## src/rtl/audio_pkg.sv

```systemverilog
// audio_pkg
// Shared constants and types for the I2S serializer block.
//   AUDIO_SAMPLE_W  : default sample width in bits
//   AUDIO_CLK_DIV   : default system clocks per bclk half-period
//   AUDIO_SLOT_BITS : default bclk periods per channel slot
//   slot_state_t    : slot state machine encoding (IDLE / LEFT / RIGHT)
package audio_pkg;

  localparam int AUDIO_SAMPLE_W  = 16;
  localparam int AUDIO_CLK_DIV   = 16;
  localparam int AUDIO_SLOT_BITS = 16;

  typedef enum logic [1:0] {
    IDLE  = 2'd0,
    LEFT  = 2'd1,
    RIGHT = 2'd2
  } slot_state_t;

endpackage

```

## src/rtl/audio_clk_div.sv

```systemverilog
// audio_clk_div
// Bit-clock divider. While run is high, bclk toggles every CLK_DIV system
// clocks. While run is low, the divider is parked with bclk = 0 and its count
// at 0, so the first rising bclk edge comes CLK_DIV clocks after run rises.
// Ports:
//   clock     in   system clock
//   reset     in   asynchronous active-low reset
//   run       in   divider enable
//   bclk      out  bit clock
//   bclk_fall out  high in the cycle whose clock edge takes bclk from 1 to 0
module audio_clk_div
  import audio_pkg::*;
#(
  parameter int CLK_DIV = AUDIO_CLK_DIV
) (
  input  logic clock,
  input  logic reset,
  input  logic run,
  output logic bclk,
  output logic bclk_fall
);

  localparam int DIV_W = (CLK_DIV > 2) ? $clog2(CLK_DIV) : 1;
  localparam logic [DIV_W-1:0] DIV_LAST = DIV_W'(CLK_DIV - 1);

  logic [DIV_W-1:0] div_cnt_reg;
  logic             bclk_reg;
  logic             wrap;

  assign wrap      = (div_cnt_reg == DIV_LAST);
  // Combinational strobe so the slot logic updates on the same edge that
  // drives bclk low.
  assign bclk_fall = run && wrap && bclk_reg;
  assign bclk      = bclk_reg;

  always_ff @(posedge clock or negedge reset) begin
    if (!reset) begin
      div_cnt_reg <= '0;
      bclk_reg    <= 1'b0;
    end else if (!run) begin
      div_cnt_reg <= '0;
      bclk_reg    <= 1'b0;
    end else if (wrap) begin
      div_cnt_reg <= '0;
      bclk_reg    <= ~bclk_reg;
    end else begin
      div_cnt_reg <= div_cnt_reg + 1'b1;
    end
  end

endmodule

```

## src/rtl/audio_i2s_serializer.sv

```systemverilog
// audio_i2s_serializer
// Serializes a 16-bit mono sample in I2S format, repeating it in the left and
// right slots. Generates bclk and lrck for the codec and hands lrck plus a
// one-cycle-delayed copy back to the fetch controller, which advances a sample
// on each lrck fall. The sample is latched on the second bclk fall of the left
// slot, 2*CLK_DIV clocks after lrck falls.
// Optional feature (macro AUDIO_VOLUME_EN): adds a 3-bit volume input; the
// latched word becomes the sample arithmetically shifted right by volume.
// Ports:
//   clock      in   system clock
//   reset      in   asynchronous active-low reset
//   enable     in   run; when low, the current frame finishes, then idle
//   mute       in   send zeros (sampled at the latch edge only)
//   sample_in  in   two's-complement sample
//   volume     in   attenuation shift (AUDIO_VOLUME_EN builds only)
//   bclk       out  codec bit clock
//   lrck       out  frame clock, 0 = left slot, 1 = right slot
//   lrck_last  out  lrck delayed by one clock
//   dacdat     out  serial data, MSB first, one bclk after each lrck edge
module audio_i2s_serializer
  import audio_pkg::*;
#(
  parameter int CLK_DIV   = AUDIO_CLK_DIV,
  parameter int SLOT_BITS = AUDIO_SLOT_BITS,
  parameter int SAMPLE_W  = AUDIO_SAMPLE_W
) (
  input  logic                clock,
  input  logic                reset,
  input  logic                enable,
  input  logic                mute,
  input  logic [SAMPLE_W-1:0] sample_in,
`ifdef AUDIO_VOLUME_EN
  input  logic [2:0]          volume,
`endif
  output logic                bclk,
  output logic                lrck,
  output logic                lrck_last,
  output logic                dacdat
);

  localparam int BIT_W = $clog2(SLOT_BITS);
  localparam int IDX_W = $clog2(SAMPLE_W);
  localparam logic [BIT_W-1:0] LAST_BIT = BIT_W'(SLOT_BITS - 1);

  slot_state_t         state_reg, state_next;
  logic                lrck_reg, lrck_next;
  logic                lrck_last_reg;
  logic [BIT_W-1:0]    bit_cnt_reg, bit_cnt_next;
  logic [SAMPLE_W-1:0] word_reg, word_next;
  logic                dacdat_reg, dacdat_next;
  logic [SAMPLE_W-1:0] shifted;
  logic [SAMPLE_W-1:0] latch_val;
  logic                run;
  logic                bclk_fall;

  // Data bit for slot bit k. Bit k = 0 is the I2S one-bit delay slot and
  // carries the previous slot's LSB when the slot is exactly sample-wide;
  // bits past the sample are padded with zeros.
  function automatic logic data_bit(input logic [SAMPLE_W-1:0] w,
                                    input logic [BIT_W-1:0] k);
    int   pos;
    logic b;
    b   = 1'b0;
    pos = SAMPLE_W - int'(k);
    if (k == '0) begin
      b = (SLOT_BITS == SAMPLE_W) ? w[0] : 1'b0;
    end else if (pos >= 0) begin
      b = w[pos[IDX_W-1:0]];
    end
    return b;
  endfunction

`ifdef AUDIO_VOLUME_EN
  assign shifted = SAMPLE_W'($signed(sample_in) >>> volume);
`else
  assign shifted = sample_in;
`endif

  assign latch_val = mute ? '0 : shifted;
  assign run       = (state_reg != IDLE);

  audio_clk_div #(
    .CLK_DIV (CLK_DIV)
  ) u_clk_div (
    .clock     (clock),
    .reset     (reset),
    .run       (run),
    .bclk      (bclk),
    .bclk_fall (bclk_fall)
  );

  always_comb begin
    state_next   = state_reg;
    lrck_next    = lrck_reg;
    bit_cnt_next = bit_cnt_reg;
    word_next    = word_reg;
    dacdat_next  = dacdat_reg;
    case (state_reg)
      IDLE: begin
        lrck_next    = 1'b1;
        dacdat_next  = 1'b0;
        bit_cnt_next = '0;
        if (enable) begin
          // The entry edge itself is slot bit 0 of the left slot.
          state_next  = LEFT;
          lrck_next   = 1'b0;
          dacdat_next = data_bit(word_reg, '0);
        end
      end
      LEFT, RIGHT: begin
        if (bclk_fall) begin
          if (bit_cnt_reg == LAST_BIT) begin
            bit_cnt_next = '0;
            if (state_reg == LEFT) begin
              state_next  = RIGHT;
              lrck_next   = 1'b1;
              dacdat_next = data_bit(word_reg, '0);
            end else if (enable) begin
              state_next  = LEFT;
              lrck_next   = 1'b0;
              dacdat_next = data_bit(word_reg, '0);
            end else begin
              // Frame done with enable low: park with lrck high.
              state_next  = IDLE;
              lrck_next   = 1'b1;
              dacdat_next = 1'b0;
            end
          end else begin
            bit_cnt_next = bit_cnt_reg + 1'b1;
            if (state_reg == LEFT && bit_cnt_reg == '0) begin
              // Latch edge: the MSB goes out on the same edge, taken from
              // the fresh value rather than the stale word.
              word_next   = latch_val;
              dacdat_next = data_bit(latch_val, bit_cnt_next);
            end else begin
              dacdat_next = data_bit(word_reg, bit_cnt_next);
            end
          end
        end
      end
      default: begin
        state_next = IDLE;
      end
    endcase
  end

  always_ff @(posedge clock or negedge reset) begin
    if (!reset) begin
      state_reg     <= IDLE;
      lrck_reg      <= 1'b1;
      lrck_last_reg <= 1'b1;
      bit_cnt_reg   <= '0;
      word_reg      <= '0;
      dacdat_reg    <= 1'b0;
    end else begin
      state_reg     <= state_next;
      lrck_reg      <= lrck_next;
      lrck_last_reg <= lrck_reg;
      bit_cnt_reg   <= bit_cnt_next;
      word_reg      <= word_next;
      dacdat_reg    <= dacdat_next;
    end
  end

  assign lrck      = lrck_reg;
  assign lrck_last = lrck_last_reg;
  assign dacdat    = dacdat_reg;

endmodule

```

## config.mk

```make
export PLATFORM = sky130hd
export DESIGN_NAME = audio_i2s_serializer
export DESIGN_NICKNAME = d
export VERILOG_FILES = /design/src/rtl/audio_pkg.sv /design/src/rtl/audio_clk_div.sv /design/src/rtl/audio_i2s_serializer.sv
export SDC_FILE = /design/constraint.sdc
export NUM_CORES = 1
export LEC_CHECK = 0
export BUFFER_PORTS_ARGS = -buffer_cell sky130_fd_sc_hd__buf_2
export CORE_MARGIN = 10
export CORE_UTILIZATION = 45
export CTS_CLUSTER_SIZE = 12
export DETAILED_ROUTE_END_ITERATION = 8
export GPL_ROUTABILITY_DRIVEN = 0
export SYNTH_ARGS = -nofsm -noshare
export SYNTH_HDL_FRONTEND = slang
export SYNTH_SLANG_ARGS = --single-unit
```

## constraint.sdc

```tcl
create_clock -name clock -period 3.6 [get_ports clock]
set_input_delay 0 -clock clock [delete_from_list [all_inputs] [get_ports clock]]
set_output_delay 0 -clock clock [all_outputs]
set_load 0.02 [all_outputs]
```

==> flow_summary_export.csv, run 1 <==
group,metric,value,unit
critical_path,critical_path_class,"flop to flop",
final_layout,num_antenna_cells,0,
power_and_ir_drop,seqPwrFrac,39.1,%
synthesis,synth_top_cell_by_area,"dfrtp_1",
sta,tightest_slew,738,ps
global_routing,grt_pass1_wl,7330,um
sta,finalSetupTns,0,ps
final_layout,multi_input_area,0.00103,mm^2
floorplanning,die_h,84.8,um
placement,placed_area,0.00200,mm^2
synthesis,async_flop_share,100,%
cts,cts_made_buffers,5,
route,drcViolationCount,0,
sta,final-hold-violation-count,0,
final_layout,fin_nets,258,
final_layout,layout_commonest_cell,"nand2_1",
critical_path,cp-start-kind,"flop",
route,viasPerCell,5.50,
synthesis,ys_types,50,
route,vias,1557,
cts,cts_buffer_depth,2,
power_and_ir_drop,pwr-share-comb,34.7,%
floorplanning,io_pins,24,
synthesis,yosysSeqAreaShare,39.8,%
cts,cts_tree,"yes",
synthesis,synth_top_area_share,37.1,%
placement,dp_hpwl,3080,um
synthesis,synthCells,195,
global_routing,grt_pass1_vias,1599,
floorplanning,start_util,46.9,%
global_routing,track_usage,12.0,%
sta,setup_viol,0,
cts,cts_htree_levels,2,
route,final_antenna_net_count,0,
critical_path,reg2reg_from,"bit_cnt_reg[0]",
synthesis,ys.flop_type,"dfrtp_1",
route,routed_wirelength,4210,um
sta,fmax,369,MHz
power_and_ir_drop,irDropWorstVdd,323,uV
power_and_ir_drop,p_leak,0.940,nW
sta,finalCriticalPeriod,2710,ps
sta,slew_headroom,50.8,%
final_layout,filler_cell_count,365,
global_routing,antenna_found_initial,0,
global_routing,grt-ovfl-total,0,
cts,root_buffer,"clkbuf_8",
run,cap_violations,0,
sta,drv_slew,0,
route,drt_first_pass_iters,4,
min_path,hp-class,"input port to flop",
synthesis,yosys_warnings,0,
floorplanning,core-area,0.00403,mm^2
sta,skew,4.91,ps
min_path,hold_path.startpoint,"mute",
power_and_ir_drop,power.density,474,mW/mm^2
final_layout,largest_reg_flops,16,
sta,grt_setup_unrepaired,"no",
cts,clk_latency,280,ps
power_and_ir_drop,power.switching,0.000372,W
cts,cts_resized,0,
cts,cts.sinks,30,
synthesis,ys_ff_latch,30,
synthesis,synth_area_per_cell,9.70,um^2
final_layout,final_cell_mix,"nand2_1, dfrtp_1, buf_2",
final_layout,layout-drive-gt1-share,19.7,%
critical_path,worstPathRequired,3760,ps
final_layout,syn_to_final_growth,20.1,%
power_and_ir_drop,intPower,0.000704,W
cts,clkTransAtPathRegs,70,ps
power_and_ir_drop,p_sw_share,34.5,%
critical_path,endpoint_kind,"flop",
synthesis,synth.area.top_cells,"dfrtp_1, nand2_1, nand3b_1",
critical_path,crit_fanout,15,
floorplanning,num_rows,23,
critical_path,cp.arrival,2870,ps
synthesis,syn_area,0.00189,mm^2
placement,numPortBuffers,23,
status,status,"finished clean",
global_routing,grt_max_degree,31,
final_layout,register_area,753,um^2
route,wl_per_cell,14.9,um
sta,period_share,75.3,%
floorplanning,dieArea,0.00719,mm^2
power_and_ir_drop,clockPowerShare,26.2,%
critical_path,cp-startpoint,"bit_cnt_reg[0]",
route,drt_iter0_drc,80,
synthesis,synthesis.nets,221,
final_layout,stdcell_area,0.00227,mm^2
floorplanning,fp.dieW,84.8,um
synthesis,synth_edf_count,0,
-- area by class of cell --
type	count	area share [%]
timing repair buffer	41	13.0
sequential	30	33.2
multi-input combinational	145	45.6
tap	50	2.75
inverter	9	1.49
clock buffer	7	3.80
clock inverter	1	0.220
-- metrics by stage --
stage          instances  total power (W)  setup slack [ps]  hold slack (ps)  utilization [%]
2_1_floorplan        195         0.000691              1260             -296                -
3_3_place_gp         257         0.000775              1000             70.8             49.6
3_5_place_dp         257         0.000789               920             85.9             49.6
4_1_cts              283          0.00109               903              153             56.4
5_1_grt              283          0.00116               641              178             56.4
6_report             283          0.00108               889              163             56.4
-- synth_stat cells, types with 3 or more instances --
cell type   n
nand2_1    40
dfrtp_1    28
nand3b_1   18
inv_1       9
mux2i_1     8
nor2_1      7
ha_1        6
nor2b_1     6
o21ai_0     5
buf_2       4
mux4_2      4
nand3_1     4
a31oi_1     3
clkbuf_1    3
o21ai_1     3
o22ai_1     3
-- layer usage --
layer | up-vias | track usage, % | share of wire, %
met5 | - | 0 | 0
met4 | 0 | 2.84 | 0.19
met3 | 2 | 3.54 | 3.8
met2 | 29 | 19.9 | 50
met1 | 761 | 14.9 | 46
li1 | 765 | - | -
-- logic make-up (layout without fill, tap and decap cells) --
| kind of cell | after synthesis | after routing | synth area share (%) |
|---|---|---|---|
| buffers and inverters | 20 | 58 | 5.43 |
| and+or+nand+nor | 89 | 89 | 25.1 |
| muxes | 15 | 15 | 11.6 |
| AOI/OAI and AO/OA | 32 | 32 | 12.7 |
| adders and majority gates | 6 | 6 | 3.97 |
| xor gates and xnor gates | 3 | 3 | 1.39 |
| DFF | 30 | 30 | 39.8 |
-- power by group through the flow --
stage | registers, W | logic, W | clock network (W)
2_1_floorplan | 0.000444 | 0.000248 | 0
4_1_cts | 0.000421 | 0.000377 | 0.000290
3_3_place_gp | 0.000424 | 0.000351 | 0
6_report | 0.000421 | 0.000373 | 0.000282
5_1_grt | 0.000426 | 0.000424 | 0.000306
3_5_place_dp | 0.000427 | 0.000361 | 0
-- critical path: stages, from the launching register on --
cell and delay [ps]:
dfrtp_1 620, inv_1 180, ha_1 600, mux4_2 370, a311o_1 340, o21ai_1 80
o311ai_1 100, o22ai_1 190, a31oi_1 100
-- repair_timing --
action,CTS,global route
hold endpoints to repair,45,0
setup buffers,0,0
hold buffers,18,0
-- path summary, 6_finish.rpt --
check | endpoint | slack (ps) | cells past startpoint
max reg2reg | dacdat | 890 | 8
min in group asynchronous | u_clk_div.div_cnt_reg[1] | 290 | 2
max in group asynchronous | word_reg[5] | 2870 | 2
min reg2reg | lrck_last | 390 | 0
min | word_reg[6] | 160 | 3
max | dacdat | 890 | 8
Note: power is estimated with default switching activity, not from simulation.
==> run 2, diff against run 1 <==
==> constraint.sdc (replaced) <==
create_clock -name clock -period 2.6 [get_ports clock]
set_input_delay 0 -clock clock [delete_from_list [all_inputs] [get_ports clock]]
set_output_delay 0 -clock clock [all_outputs]
set_load 0.02 [all_outputs]
==> run 2 against run 1 <==
Against the previous run:
- clock skew hardly changed
- sequential share of layout area is 0.57 points lower
- sequential cell count stayed put
- combinational power is 42% higher
- cell area is 1.8% higher
- clock-buffer cell count stayed put
- global-route usage is 0.69 points higher
- critical path depth stayed put
- first-iteration DRC count is 6.3% lower
- via count is 3.3% higher
- critical endpoint unchanged
- highest routed layer unchanged
==> flow_summary_export.csv, run 2 (synthesis results as in run 1) <==
group,metric,value,unit
cts,cts_made_buffers,5,
critical_path,worstPathRequired,2770,ps
floorplanning,die_h,84.8,um
floorplanning,core-area,0.00403,mm^2
route,drt-met1-wl,2110,um
floorplanning,dieArea,0.00719,mm^2
global_routing,grt_max_degree,31,
sta,drv_slew,0,
route,drt_first_pass_iters,5,
route,vias,1608,
critical_path,reg2reg_from,"bit_cnt_reg[1]",
route,routed_wirelength,4460,um
sta,tightest_slew,664,ps
route,final_antenna_net_count,0,
critical_path,reg2reg_slack,260,ps
final_layout,layout_commonest_cell,"nand2_1",
placement,dp_slack,190,ps
critical_path,crit_fanout,12,
sta,skew,5.26,ps
status,status,"finished clean",
critical_path,cp-start-kind,"flop",
critical_path,endpoint_kind,"flop",
power_and_ir_drop,power.density,680,mW/mm^2
sta,finalSetupTns,0,ps
floorplanning,num_rows,23,
floorplanning,io_pins,24,
cts,cts_htree_levels,2,
final_layout,largest_reg_flops,16,
global_routing,grt_pass1_vias,1643,
critical_path,crit_end,"dacdat",
critical_path,cp_cell_sequence,"inv_1 > ha_2 > mux4_2 > mux2i_1 > nand2_1 > o211a_1 > o22ai_1 > a31oi_1",
cts,cts_buffer_depth,2,
sta,grt_setup_unrepaired,"no",
global_routing,track_usage,12.7,%
route,drcViolationCount,0,
route,dr.max_layer_used,"met4",
cts,postCtsSetupBuffers,0,
sta,layout_setup_ws,265,ps
final_layout,layout-drive-gt1-share,20.8,%
critical_path,slowest_stage,"mux4_2",
min_path,hp-class,"input port to flop",
floorplanning,start_util,46.9,%
power_and_ir_drop,irDropWorstVdd,456,uV
route,wl_met3,152,um
cts,clkTransAtPathRegs,70,ps
run,cap_violations,0,
global_routing,antenna_found_initial,0,
placement,placed_area,0.00202,mm^2
global_routing,grt-ovfl-total,0,
cts,root_buffer,"clkbuf_8",
cts,cts_tree,"yes",
final_layout,final_cell_mix,"nand2_1, dfrtp_1, buf_2",
sta,fmax,428,MHz
placement,numPortBuffers,23,
floorplanning,fp.dieW,84.8,um
final_layout,syn_to_final_growth,22.2,%
route,wl_met2,2130,um
sta,final-hold-violation-count,0,
critical_path,cp.arrival,2500,ps
route,wl_per_cell,15.6,um
sta,slew_headroom,55.7,%
critical_path,cp-startpoint,"bit_cnt_reg[1]",
route,drt_iter0_drc,75,
cts,cts.sinks,30,
final_layout,stdcell_area,0.00231,mm^2
sta,setup_viol,0,
sta,period_share,89.8,%
global_routing,grt_pass1_wl,7650,um
critical_path,r2r-end,"dacdat",
critical_path,slowest_delay,540,ps
sta,whs,179,ps
final_layout,num_antenna_cells,0,
route,viasPerCell,5.62,
sta,finalCriticalPeriod,2340,ps
power_and_ir_drop,p_leak,0.959,nW
power_and_ir_drop,p_total,0.00157,W
critical_path,rr_worst_depth,8,
critical_path,critical_path_class,"flop to flop",
placement,dp_hpwl,3180,um
cts,clk_latency,280,ps
final_layout,fin_nets,261,
-- run 2: final cells by class --
| cell class | instances | area, um^2 |
|---|---|---|
| Multi-Input combinational cell | 145 | 1040 |
| Inverter | 9 | 33.8 |
| Clock buffer | 7 | 76.3 |
| Timing Repair Buffer | 44 | 318 |
| Fill cell | 372 | 1720 |
| Tap cell | 50 | 62.6 |
| Clock inverter | 1 | 30.0 |
| Sequential cell | 30 | 753 |
-- run 2: how the worst min path moves through the flow --
stage | start | endpoint | slack, ps | cells after the start
4_1_cts | mute | word_reg[7] | 170 | 3
2_1_floorplan | reset | bit_cnt_reg[0] | -300 | 0
6_report | mute | word_reg[12] | 180 | 3
3_5_place_dp | reset | word_reg[8] | 70 | 1
5_1_grt | mute | word_reg[1] | 200 | 3
3_3_place_gp | reset | word_reg[11] | 80 | 1
-- run 2: critical path: cells and delay by family, from the launching register on --
family / cells / cell delay [ps]
AOI/OAI and AO/OA: 3 / 380
DFF: 1 / 460
muxes: 2 / 710
and+or+nand+nor: 1 / 70
adders and majority gates: 1 / 500
buffers and inverters: 1 / 100
-- run 2: stage by stage --
step	std cells	util, %
after floorplan	195	-
after global placement	260	50.2
after detailed placement	260	50.2
after CTS	286	57.3
after global routing	286	57.4
final	286	57.4
-- run 2: what timing repair did --
item | 4_1_cts | 5_1_grt
hold endpoints to repair | 45 | 0
resized for setup | 0 | 1
hold buffers | 18 | 0
endpoints found under the setup margin | 0 | 1
-- run 2: power by group --
group,internal [W],switching (W)
Sequential,0.000537,0.0000464
Combinational,0.000225,0.000303
Clock,0.000286,0.000173
Total,0.00105,0.000523
-- run 2: layer usage --
metal / global-route usage [%] / up-vias
li1: - / 771
met1: 15.8 / 802
met2: 20.8 / 28
met3: 3.73 / 7
met4: 3.59 / 0
met5: 0 / -
==> run 3, diff against run 2 <==
--- a/config.mk
+++ b/config.mk
@@ -8,6 +8,7 @@
 export BUFFER_PORTS_ARGS = -buffer_cell sky130_fd_sc_hd__buf_2
 export CORE_MARGIN = 10
 export CORE_UTILIZATION = 45
+export CTS_BUF_LIST = sky130_fd_sc_hd__clkbuf_8
 export CTS_CLUSTER_SIZE = 12
 export DETAILED_ROUTE_END_ITERATION = 8
 export GPL_ROUTABILITY_DRIVEN = 0
==> run 3 against run 2 <==
Against the previous run:
- clock-buffer cell count decreased by 2
- global-route usage is the same
- power is 0.49% lower
- sequential cell count stayed put
- via count is 0.25% lower
- fmax increased by 0.10%
- die area did not move
- clock skew about the same
- sequential power barely moved
- sequential share of layout area unchanged
- worst setup slack gained 2.4 ps
- clock power is 2% lower
- critical path type unchanged
- critical endpoint unchanged
==> flow_summary_export.csv, run 3 (synthesis results as in run 1) <==
group,metric,value,unit
status,status,"finished clean",
critical_path,cp.arrival,2500,ps
cts,clkTransAtPathRegs,70,ps
route,drt_iter0_drc,75,
route,viasPerCell,5.61,
cts,clk_latency,280,ps
final_layout,fin_nets,261,
route,drt_first_pass_iters,5,
critical_path,cp_cell_sequence,"inv_1 > ha_2 > mux4_2 > mux2i_1 > nand2_1 > o211a_1 > o22ai_1 > a31oi_1",
sta,tightest_slew,666,ps
final_layout,layout-drive-gt1-share,20.8,%
final_layout,filler_cell_count,372,
critical_path,cp.depth,8,
global_routing,antenna_found_initial,0,
critical_path,worstPathRequired,2770,ps
critical_path,critical_path_class,"flop to flop",
power_and_ir_drop,seqPwrFrac,37.3,%
sta,finalSetupTns,0,ps
sta,finalCriticalPeriod,2330,ps
final_layout,num_antenna_cells,0,
critical_path,rr_worst_depth,8,
global_routing,grt_pass1_wl,7650,um
run,cap_violations,0,
final_layout,syn_to_final_growth,22.2,%
power_and_ir_drop,clockPowerShare,28.9,%
critical_path,slowest_delay,540,ps
floorplanning,fp.dieW,84.8,um
floorplanning,die_h,84.8,um
sta,whs,179,ps
route,wl_per_cell,15.6,um
sta,setup_viol,0,
critical_path,endpoint_kind,"flop",
route,vias,1604,
critical_path,path_delay_family,"multiplexers",
floorplanning,num_rows,23,
final_layout,layout_commonest_cell,"nand2_1",
final_layout,final_cell_mix,"nand2_1, dfrtp_1, buf_2",
min_path,holdPathStages,3,
power_and_ir_drop,irDropWorstVdd,446,uV
floorplanning,start_util,46.9,%
sta,drv_slew,0,
route,drcViolationCount,0,
global_routing,track_usage,12.7,%
cts,root_buffer,"clkbuf_8",
global_routing,grt_max_degree,31,
power_and_ir_drop,p_leak,0.968,nW
critical_path,crit_fanout,12,
route,final_antenna_net_count,0,
cts,postCtsSetupBuffers,0,
cts,cts_made_buffers,5,
sta,grt_setup_unrepaired,"no",
power_and_ir_drop,p_sw_share,33.4,%
sta,slew_headroom,55.6,%
cts,cts.sinks,30,
cts,cts_buffer_depth,2,
sta,final-hold-violation-count,0,
final_layout,largest_reg_flops,16,
global_routing,grt_pass1_vias,1643,
sta,period_share,89.7,%
power_and_ir_drop,power.density,677,mW/mm^2
critical_path,slowest_stage,"mux4_2",
critical_path,cp-start-kind,"flop",
power_and_ir_drop,intPower,0.00104,W
min_path,hp-class,"input port to flop",
placement,dp_hpwl,3180,um
placement,numPortBuffers,23,
floorplanning,core-area,0.00403,mm^2
power_and_ir_drop,power.switching,0.000523,W
route,routed_wirelength,4460,um
critical_path,path_buf_inv,1,
sta,fmax,429,MHz
cts,cts_tree,"yes",
sta,skew,5.26,ps
power_and_ir_drop,pwr-share-comb,33.8,%
floorplanning,io_pins,24,
cts,cts_htree_levels,2,
global_routing,grt-ovfl-total,0,
floorplanning,dieArea,0.00719,mm^2
==> run 3: cell count changes in the layout (fill, tap and decap cells not counted), sizes merged <==
cell,change
inv,+2
clkbuf,-2
==> run 3: final cells by class <==
cell class	instances	area [um^2]	share of cell area, %
clock buffer	5	68.8	2.98
clock inverter	3	37.5	1.62
inverter	9	33.8	1.46
multi-input combinational	145	1040	44.9
sequential	30	753	32.6
tap	50	62.6	2.71
timing repair buffer	44	318	13.8
==> run 3: per-layer routing <==
metal | vias to the layer above | share of wire [%] | track usage (%)
met2 | 32 | 48 | 20.8
li1 | 771 | - | -
met1 | 794 | 47 | 15.8
met4 | 0 | 1.6 | 3.59
met3 | 7 | 3.7 | 3.73
met5 | - | 0 | 0
==> run 3: power by group through the flow <==
stage               Combinational [W]  Sequential [W]  Clock [W]
CTS                          0.000534        0.000585   0.000458
global placement             0.000488        0.000587          0
global route                 0.000591        0.000593   0.000481
detailed placement           0.000504        0.000593          0
floorplan                    0.000343        0.000614          0
finish                       0.000529        0.000584   0.000452
==> run 3: metrics by stage <==
stage	std cells	instance area [um^2]	setup WS, ps	power (W)	utilization, %
2_1_floorplan	195	1890	263	0.000957	-
3_3_place_gp	260	2020	287	0.00108	50.2
3_5_place_dp	260	2020	190	0.00110	50.2
4_1_cts	286	2310	165	0.00158	57.3
5_1_grt	286	2310	55.9	0.00166	57.4
6_report	286	2310	267	0.00156	57.4
==> run 3: timing repair <==
item | 4_1_cts | 5_1_grt
endpoints found under the setup margin | 0 | 1
hold buffers | 18 | 0
endpoints found under the hold margin | 45 | 0
gates resized for setup | 0 | 1
==> run 3: worst min-delay path: cells and delay by family <==
family	cells	cell delay, ps
buf+inv	1	190
simple gates	2	240
==> run 3: worst paths after layout <==
| kind | from | endpoint | slack, ps |
|---|---|---|---|
| max | bit_cnt_reg[1] | dacdat | 270 |
| min | mute | word_reg[12] | 180 |
| max reg2reg | bit_cnt_reg[1] | dacdat | 270 |
| min reg2reg | lrck | lrck_last | 390 |
| max in group asynchronous | reset | state_reg[1] | 1890 |
| min in group asynchronous | reset | bit_cnt_reg[2] | 290 |
